$ cat src/rtl/alu_sequencer.sv
// alu_sequencer: control sequencer for the 16-bit combinational ALU.
// It fetches instructions over a req/valid handshake, decodes them and reads
// an internal 8x16 register file. It then drives the ALU operand, opcode and
// output-type inputs, and writes the ALU result and flags back.
//
// Instruction word: [15:14] ot, [13:10] opcode, [9:7] rd, [6:4] rs1, [3:1] rs2.
//   ot 00/01/10 : ALU op, FETCH -> DECODE -> EXEC -> WB
//   ot 11, op F : HALT (left only by rst)
//   ot 11, op 1 : LDI, next word is the immediate for R[rd]
//   ot 11, else : NOP
//
// Ports:
//   clk, rst              clock, synchronous active-high reset
//   imem_req/imem_addr    fetch request (held until imem_valid), address = PC
//   imem_valid/imem_data  fetch response
//   alu_op1/op2/opcode/ot registered ALU inputs, loaded in DECODE only
//   alu_out/alu_addr      ALU results
//   alu_za..alu_lt        ALU flags
//   flags                 latched {za,zb,eq,gt,lt}
//   addr_reg              last latched alu_addr (ot=00 instructions)
//   halted                high in HALT
//   retired               retired-instruction count (wraps)
module alu_sequencer #(
  parameter logic [15:0] RESET_PC = 16'h0000,
  parameter int          NREGS    = 8
) (
  input  logic        clk,
  input  logic        rst,
  output logic        imem_req,
  output logic [15:0] imem_addr,
  input  logic        imem_valid,
  input  logic [15:0] imem_data,
  output logic [15:0] alu_op1,
  output logic [15:0] alu_op2,
  output logic [3:0]  alu_opcode,
  output logic [1:0]  alu_ot,
  input  logic [15:0] alu_out,
  input  logic [15:0] alu_addr,
  input  logic        alu_za,
  input  logic        alu_zb,
  input  logic        alu_eq,
  input  logic        alu_gt,
  input  logic        alu_lt,
  output logic [4:0]  flags,
  output logic [15:0] addr_reg,
  output logic        halted,
  output logic [15:0] retired
);

  typedef enum logic [2:0] {
    S_FETCH     = 3'd0,
    S_DECODE    = 3'd1,
    S_FETCH_IMM = 3'd2,
    S_EXEC      = 3'd3,
    S_WB        = 3'd4,
    S_HALT      = 3'd5
  } state_t;

  localparam logic [1:0] OT_ADDR = 2'b00;
  localparam logic [1:0] OT_CTRL = 2'b11;
  localparam logic [3:0] OP_LDI  = 4'h1;
  localparam logic [3:0] OP_HALT = 4'hF;

  state_t      state_q, state_d;
  logic [15:0] pc;
  logic [15:0] ir;
  logic [15:0] regs [NREGS];

  // Bit 0 of the instruction word carries no meaning.
  logic unused_ir_bit;
  assign unused_ir_bit = ir[0];

  logic [1:0] ir_ot;
  logic [3:0] ir_op;
  logic [2:0] ir_rd, ir_rs1, ir_rs2;
  assign ir_ot  = ir[15:14];
  assign ir_op  = ir[13:10];
  assign ir_rd  = ir[9:7];
  assign ir_rs1 = ir[6:4];
  assign ir_rs2 = ir[3:1];

  // R0 reads as zero regardless of storage contents.
  logic [15:0] rs1_val, rs2_val;
  assign rs1_val = (ir_rs1 == 3'd0) ? 16'h0000 : regs[ir_rs1];
  assign rs2_val = (ir_rs2 == 3'd0) ? 16'h0000 : regs[ir_rs2];

  assign imem_req  = ((state_q == S_FETCH) || (state_q == S_FETCH_IMM)) && !rst;
  assign imem_addr = pc;
  assign halted    = (state_q == S_HALT);

  // State register
  always_ff @(posedge clk) begin
    if (rst) state_q <= S_FETCH;
    else     state_q <= state_d;
  end

  // Next-state logic
  always_comb begin
    state_d = state_q;
    case (state_q)
      S_FETCH:     if (imem_valid) state_d = S_DECODE;
      S_DECODE: begin
        if (ir_ot != OT_CTRL)     state_d = S_EXEC;
        else if (ir_op == OP_HALT) state_d = S_HALT;
        else if (ir_op == OP_LDI)  state_d = S_FETCH_IMM;
        else                       state_d = S_FETCH;
      end
      S_FETCH_IMM: if (imem_valid) state_d = S_FETCH;
      S_EXEC:      state_d = S_WB;
      S_WB:        state_d = S_FETCH;
      S_HALT:      state_d = S_HALT;
      default:     state_d = S_FETCH;
    endcase
  end

  // Datapath. A reset while an instruction is in flight simply clears
  // everything, so the abandoned instruction never reaches WB.
  always_ff @(posedge clk) begin
    if (rst) begin
      pc         <= RESET_PC;
      ir         <= '0;
      flags      <= '0;
      addr_reg   <= '0;
      retired    <= '0;
      alu_op1    <= '0;
      alu_op2    <= '0;
      alu_opcode <= '0;
      alu_ot     <= '0;
      for (int i = 0; i < NREGS; i++) regs[i] <= '0;
    end else begin
      case (state_q)
        S_FETCH: begin
          if (imem_valid) begin
            ir <= imem_data;
            pc <= pc + 16'd1;
          end
        end
        S_DECODE: begin
          // ALU inputs change only here, so they are stable through EXEC/WB.
          if (ir_ot != OT_CTRL) begin
            alu_op1    <= rs1_val;
            alu_op2    <= rs2_val;
            alu_opcode <= ir_op;
            alu_ot     <= ir_ot;
          end else if (ir_op != OP_HALT && ir_op != OP_LDI) begin
            retired <= retired + 16'd1;
          end
        end
        S_FETCH_IMM: begin
          if (imem_valid) begin
            if (ir_rd != 3'd0) regs[ir_rd] <= imem_data;
            pc      <= pc + 16'd1;
            retired <= retired + 16'd1;
          end
        end
        S_WB: begin
          if (ir_rd != 3'd0) regs[ir_rd] <= alu_out;
          flags <= {alu_za, alu_zb, alu_eq, alu_gt, alu_lt};
          if (ir_ot == OT_ADDR) addr_reg <= alu_addr;
          retired <= retired + 16'd1;
        end
        default: ;
      endcase
    end
  end

endmodule
$ cat config.mk
export PLATFORM = sky130hd
export DESIGN_NAME = alu_sequencer
export DESIGN_NICKNAME = d
export VERILOG_FILES = /design/src/rtl/alu_sequencer.sv
export SDC_FILE = /design/constraint.sdc
export NUM_CORES = 1
export LEC_CHECK = 0
export BUFFER_PORTS_ARGS = -buffer_cell sky130_fd_sc_hd__buf_4
export CORE_UTILIZATION = 39
export CTS_CLUSTER_SIZE = 20
export DETAILED_ROUTE_END_ITERATION = 6
export HOLD_SLACK_MARGIN = 0.1
export PLACE_DENSITY = 0.71
export SETUP_SLACK_MARGIN = 0.4
export SYNTH_ARGS = -nofsm -noshare
export SYNTH_HDL_FRONTEND = slang
export SYNTH_SLANG_ARGS = --single-unit
$ cat constraint.sdc
create_clock -name clk -period 2.35 [get_ports clk]
set_input_delay 0.235 -clock clk [delete_from_list [all_inputs] [get_ports clk]]
set_output_delay 0.235 -clock clk [all_outputs]
set_load 0.01 [all_outputs]
### Word level (Yosys, flattened, before mapping)

Memory sizes are Yosys's and may differ from the RTL's. A register that Yosys moved wholly into a read port is not among the register bits.
Cells that the tools add are included.

* bitwise operators: 1
* mux-type cells: 30
* add/sub/neg operators: 2
* equal/unequal tests: 14
* reduce and logical (&&, ||, !) cells: 18

Operators with widths (count)
* $mux W16: 7
* $pmux W16 S3: 1
* $add A16 B1 Y16 const B: 2
* $mux W3: 9
* $reduce_or A16 Y1: 1
* $pmux W3 S5: 1
* $mux W1: 11
* $ne A2 B2 Y1 const B: 5
* $reduce_and A2 Y1: 5
* $logic_not A3 Y1: 3
* $eq A3 B2 Y1 const B: 2
* $eq A3 B3 Y1 const B: 2
* $reduce_bool A3 Y1: 2
* $eq A4 B1 Y1 const B: 1
* $eq A4 B4 Y1 const B: 1
* $ne A4 B1 Y1 const B: 1
* $ne A4 B4 Y1 const B: 1
* $reduce_and A4 Y1: 1
* $eq A3 B1 Y1 const B: 1
* $logic_and A1 B1 Y1: 2
* $logic_not A2 Y1: 1
* $mux W2: 1
* $reduce_or A2 Y1: 1
* $logic_not A1 Y1: 1
* 2 further kinds: 2

* logic and storage cells: 76
* memories kept: 1
* output and inout bits: 93
* input bits: 56
* register bits: 110
* memory bits (writable): 128

Memory list
* regs: words 8, bits a word 16, read ports 2, clocked after Yosys merged registers in 2, wr ports 8, line 67 `logic [15:0] regs [NREGS];`

### Logic depth before layout (Yosys ltp)

* depth after elaboration: 9
* gate-level depth with buffers: 8
* depth with buffers taken out: 6

### Worst setup path before layout

No wires, ideal clock.

* kind: flip-flop to flip-flop
* from: register state_q[0]
* to: memory regs[5][0], enable pin
* arrival time: 1.870 ns
* path buffers: 1
* required time: 1.975 ns
* clock period less this slack: 2.245 ns
* cell stages (with the launch flop): 7
* slack: 0.105 ns
* setup time: 0.375 ns
* cell sequence: dfxtp_1 buf_2 nor3b_4 a31o_2 nor4b_2 nand3_1 nand2b_1

RTL lines
* from (decl): line 64 `state_t state_q, state_d;`
* from (signal assigned): line 94 `else state_q <= state_d;`
* to (decl): line 67

==> impl_results.md <==
- Core area: 0.0270 mm^2
- Die height: 168 um
- MaxCap Viol Count: 0
- Fin. Hold Viols: 0
- Area post-placement: 0.0125 mm^2
- GRT Total Usage: 21.5%
- Capturing point of the worst reg2reg path: regs[1][5]$_SDFFCE_PN0P_
- First-pass GRT wire length: 47.0 mm
- Wirelength, routed: 30.6 mm
- Grt total ovfl: 0
- Initial Util: 39.8%
- Die ar.: 0.0282 mm^2
- Crit-path cells: buf_4 > nor2_2 > a31o_4 > nor4b_4 > nand2_2 > buf_6 > nor2_1
- Number of global-route vias before repair: 8362
- Largest net degree at the start of global routing: 68
- Outcome: finished clean
- Unrepaired setup endpoints after global routing: true
- Root buf cell: clkbuf_16
- Routed via count: 8236
- Hold Path End: regs[6][13]$_SDFFCE_PN0P_
- Crit Path Class: reg2reg
- Setup WS post-layout: 0.333 ns
- Peak VDD IR: 0.000446 V
- CTS H-Tree Depth: 1
- P&R area growth vs syn: 36.8%
- CTS tree: done
- Skew final: 0.0285 ns
- Fin Setup TNS: 0 ns
- Routed Antenna Nets: 0
- Setup WS pre-CTS: 0.248 ns
- Via density: 5.40
- Final Max Slew Viols: 0
- Site Rows: 60
- Mapped cell area: 0.0107 mm^2
- Tot Pwr: 10.8 mW
- Reg with most FFs: regs
- YS warnings: 0
- Reg2Reg Setup Slack: 0.33 ns
- Synthesized instance count: 900
- Synthesized area per cell: 11.9 um^2
- Worst EP required: 2.71 ns
- Highest-delay cell along the critical path: dfxtp_2
- Final Cycle Share: 85.8%
- Num CTS Buffers: 26
- Post-DP HPWL: 18.7 mm
- Worst-margin pin slew: 0.855 ns
- Initial antenna violation count: 2
- Hold path start: alu_out[13]
- Worst skew pair latency: 0.55 ns
- DRC: 0
- Reg2Reg Depth: 7
- I/O pin total: 149
- Hold Crit Depth: 3
- Port buffer count: 148
- Worst reg2reg startpoint: state_q[2]$_SDFFE_PP0P_
- Layout net count: 1221
- Hold Path Class: in2reg
- Largest stage delay, worst path: 0.34 ns
- Drt initial violations: 712
- Leak: 5.43 nW
- Final setup viols: 0
- Rel. slew slack: 43.0%
- Fillers: 2215
- Clk sinks: 243
- Clk buf depth: 3
- Data arrival, critical path: 2.38 ns
- Most frequent cells in the layout: 197 x buf_4, 128 x edfxtp_1, 127 x nor2_1, 127 x nand2_1, 104 x dfxtp_1
- Sequential area share after synthesis: 57.3%
- Flip-flop count of the largest register after layout: 128
- EDFF count, synth: 128
- WL/cell: 20.0 um
- Unique masters post-synth: 44
- Clk slew on worst S/H paths: 0.07 ns
- Crit end category: flop
- Pwr/cell area: 734 mW/mm^2
- Critical Path Source Type: flop
- Crit path max fanout: 16
- Ys async rst share: 0%
- Most common cell after layout, fill and taps aside: buf_4
- Top_reg_cell synth: edfxtp_1
- Die width: 168 um
- Tmin final: 2.02 ns
- Share of cells above drive strength 1: 34.1%
- Design Area, Final: 0.0147 mm^2
- Drt pass-1 iters: 5
- #FFs+latches synth: 243
- GP Congestion: 0.833
- Fmax: 496 MHz
[area by class of cell]
type | instances | area [um^2] | area share, %
antenna | 2 | 5.00 | 0.0341
clock buffer | 29 | 672 | 4.58
clock inverter | 19 | 201 | 1.37
inverter | 7 | 26.3 | 0.179
multi-input combinational | 611 | 4710 | 32.1
sequential | 243 | 6170 | 42.0
tap | 341 | 427 | 2.91
timing repair buffer | 274 | 2470 | 16.8
[through the flow]
stage          instances  util (%)  hold slack, ns
6_report            1526      54.5           0.118
5_1_grt             1525      54.4           0.118
4_1_cts             1508      53.2           0.108
3_5_place_dp        1387      46.3           0.445
3_3_place_gp        1387      46.3           0.437
2_1_floorplan        915         -           0.371
[worst max path at each step]
stage	endpoint	depth (start not counted)	start
floorplan	regs[1][11]$_SDFFCE_PN0P_	7	state_q[0]$_SDFFE_PP0P_
global placement	regs[6][0]$_SDFFCE_PN0P_	5	state_q[0]$_SDFFE_PP0P_
detailed placement	retired[10]$_SDFFE_PP0P_	5	state_q[0]$_SDFFE_PP0P_
CTS	regs[4][13]$_SDFFCE_PN0P_	6	state_q[1]$_SDFFE_PP0P_
global route	regs[1][5]$_SDFFCE_PN0P_	7	state_q[2]$_SDFFE_PP0P_
finish	regs[1][5]$_SDFFCE_PN0P_	7	state_q[2]$_SDFFE_PP0P_
[power by group]
part / switching, mW / internal, mW
Clock: 1.72 / 2.50
Sequential: 0.165 / 4.68
Combinational: 0.862 / 0.849
[cell usage after synthesis (4+ instances only)]
master,number,area share (%)
nor2_1,144,5.0
nand2_1,129,4.5
edfxtp_1,128,36
dfxtp_1,115,21
mux4_2,64,13
a21oi_1,55,2.6
mux2i_1,39,3.6
o21ai_0,39,1.8
clkbuf_1,37,1.3
xor2_1,17,1.4
buf_2,16,0.75
nand3_1,15,0.70
mux2i_2,10,1.3
or3_1,10,0.58
nand2b_1,9,0.52
nor3_1,9,0.42
nand4_1,8,0.47
inv_1,6,0.21
o31ai_1,6,0.42
and3_1,5,0.29
o211ai_1,5,0.35
or4_1,4,0.28
[cells by family after synthesis]
| kind of cell | after synthesis | synth area share [%] |
|---|---|---|
| xor gates and xnor gates | 20 | 1.63 |
| other | 1 | 0.0350 |
| and+or+nand+nor | 348 | 14.3 |
| AOI/OAI and AO/OA | 111 | 5.57 |
| buffers and inverters | 62 | 2.54 |
| DFF | 243 | 57.3 |
| muxes | 113 | 18.4 |
| adders and majority gates | 2 | 0.233 |
[what timing repair did]
action / in CTS / in global routing
hold endpoints to repair: 111 / 0
cloned: 2 / 1
hold buffers: 50 / 0
setup buffers: 21 / 15
endpoints found under the setup margin: 187 / 236
pin swaps: 5 / 17
gates resized for setup: 30 / 44
[worst max-delay path: cells and delay by family, from the launching register on]
kind,cells,cell delay (ns)
AOI/OAI and AO/OA,1,0.23
buffers and inverters,2,0.40
and+or+nand+nor,4,0.88
DFF,1,0.34
[metal layers]
| layer | vias up | share of wire, % | wire (um) | global-route usage, % |
|---|---|---|---|---|
| met5 | - | 0 | 0 | 0 |
| met4 | 0 | 3.1 | 947 | 6.10 |
| met3 | 72 | 8.6 | 2640 | 4.98 |
| met2 | 352 | 49 | 15000 | 37.6 |
| met1 | 4026 | 39 | 12000 | 26.5 |
| li1 | 3786 | - | - | - |
Note: power is estimated with default switching activity, not from simulation.
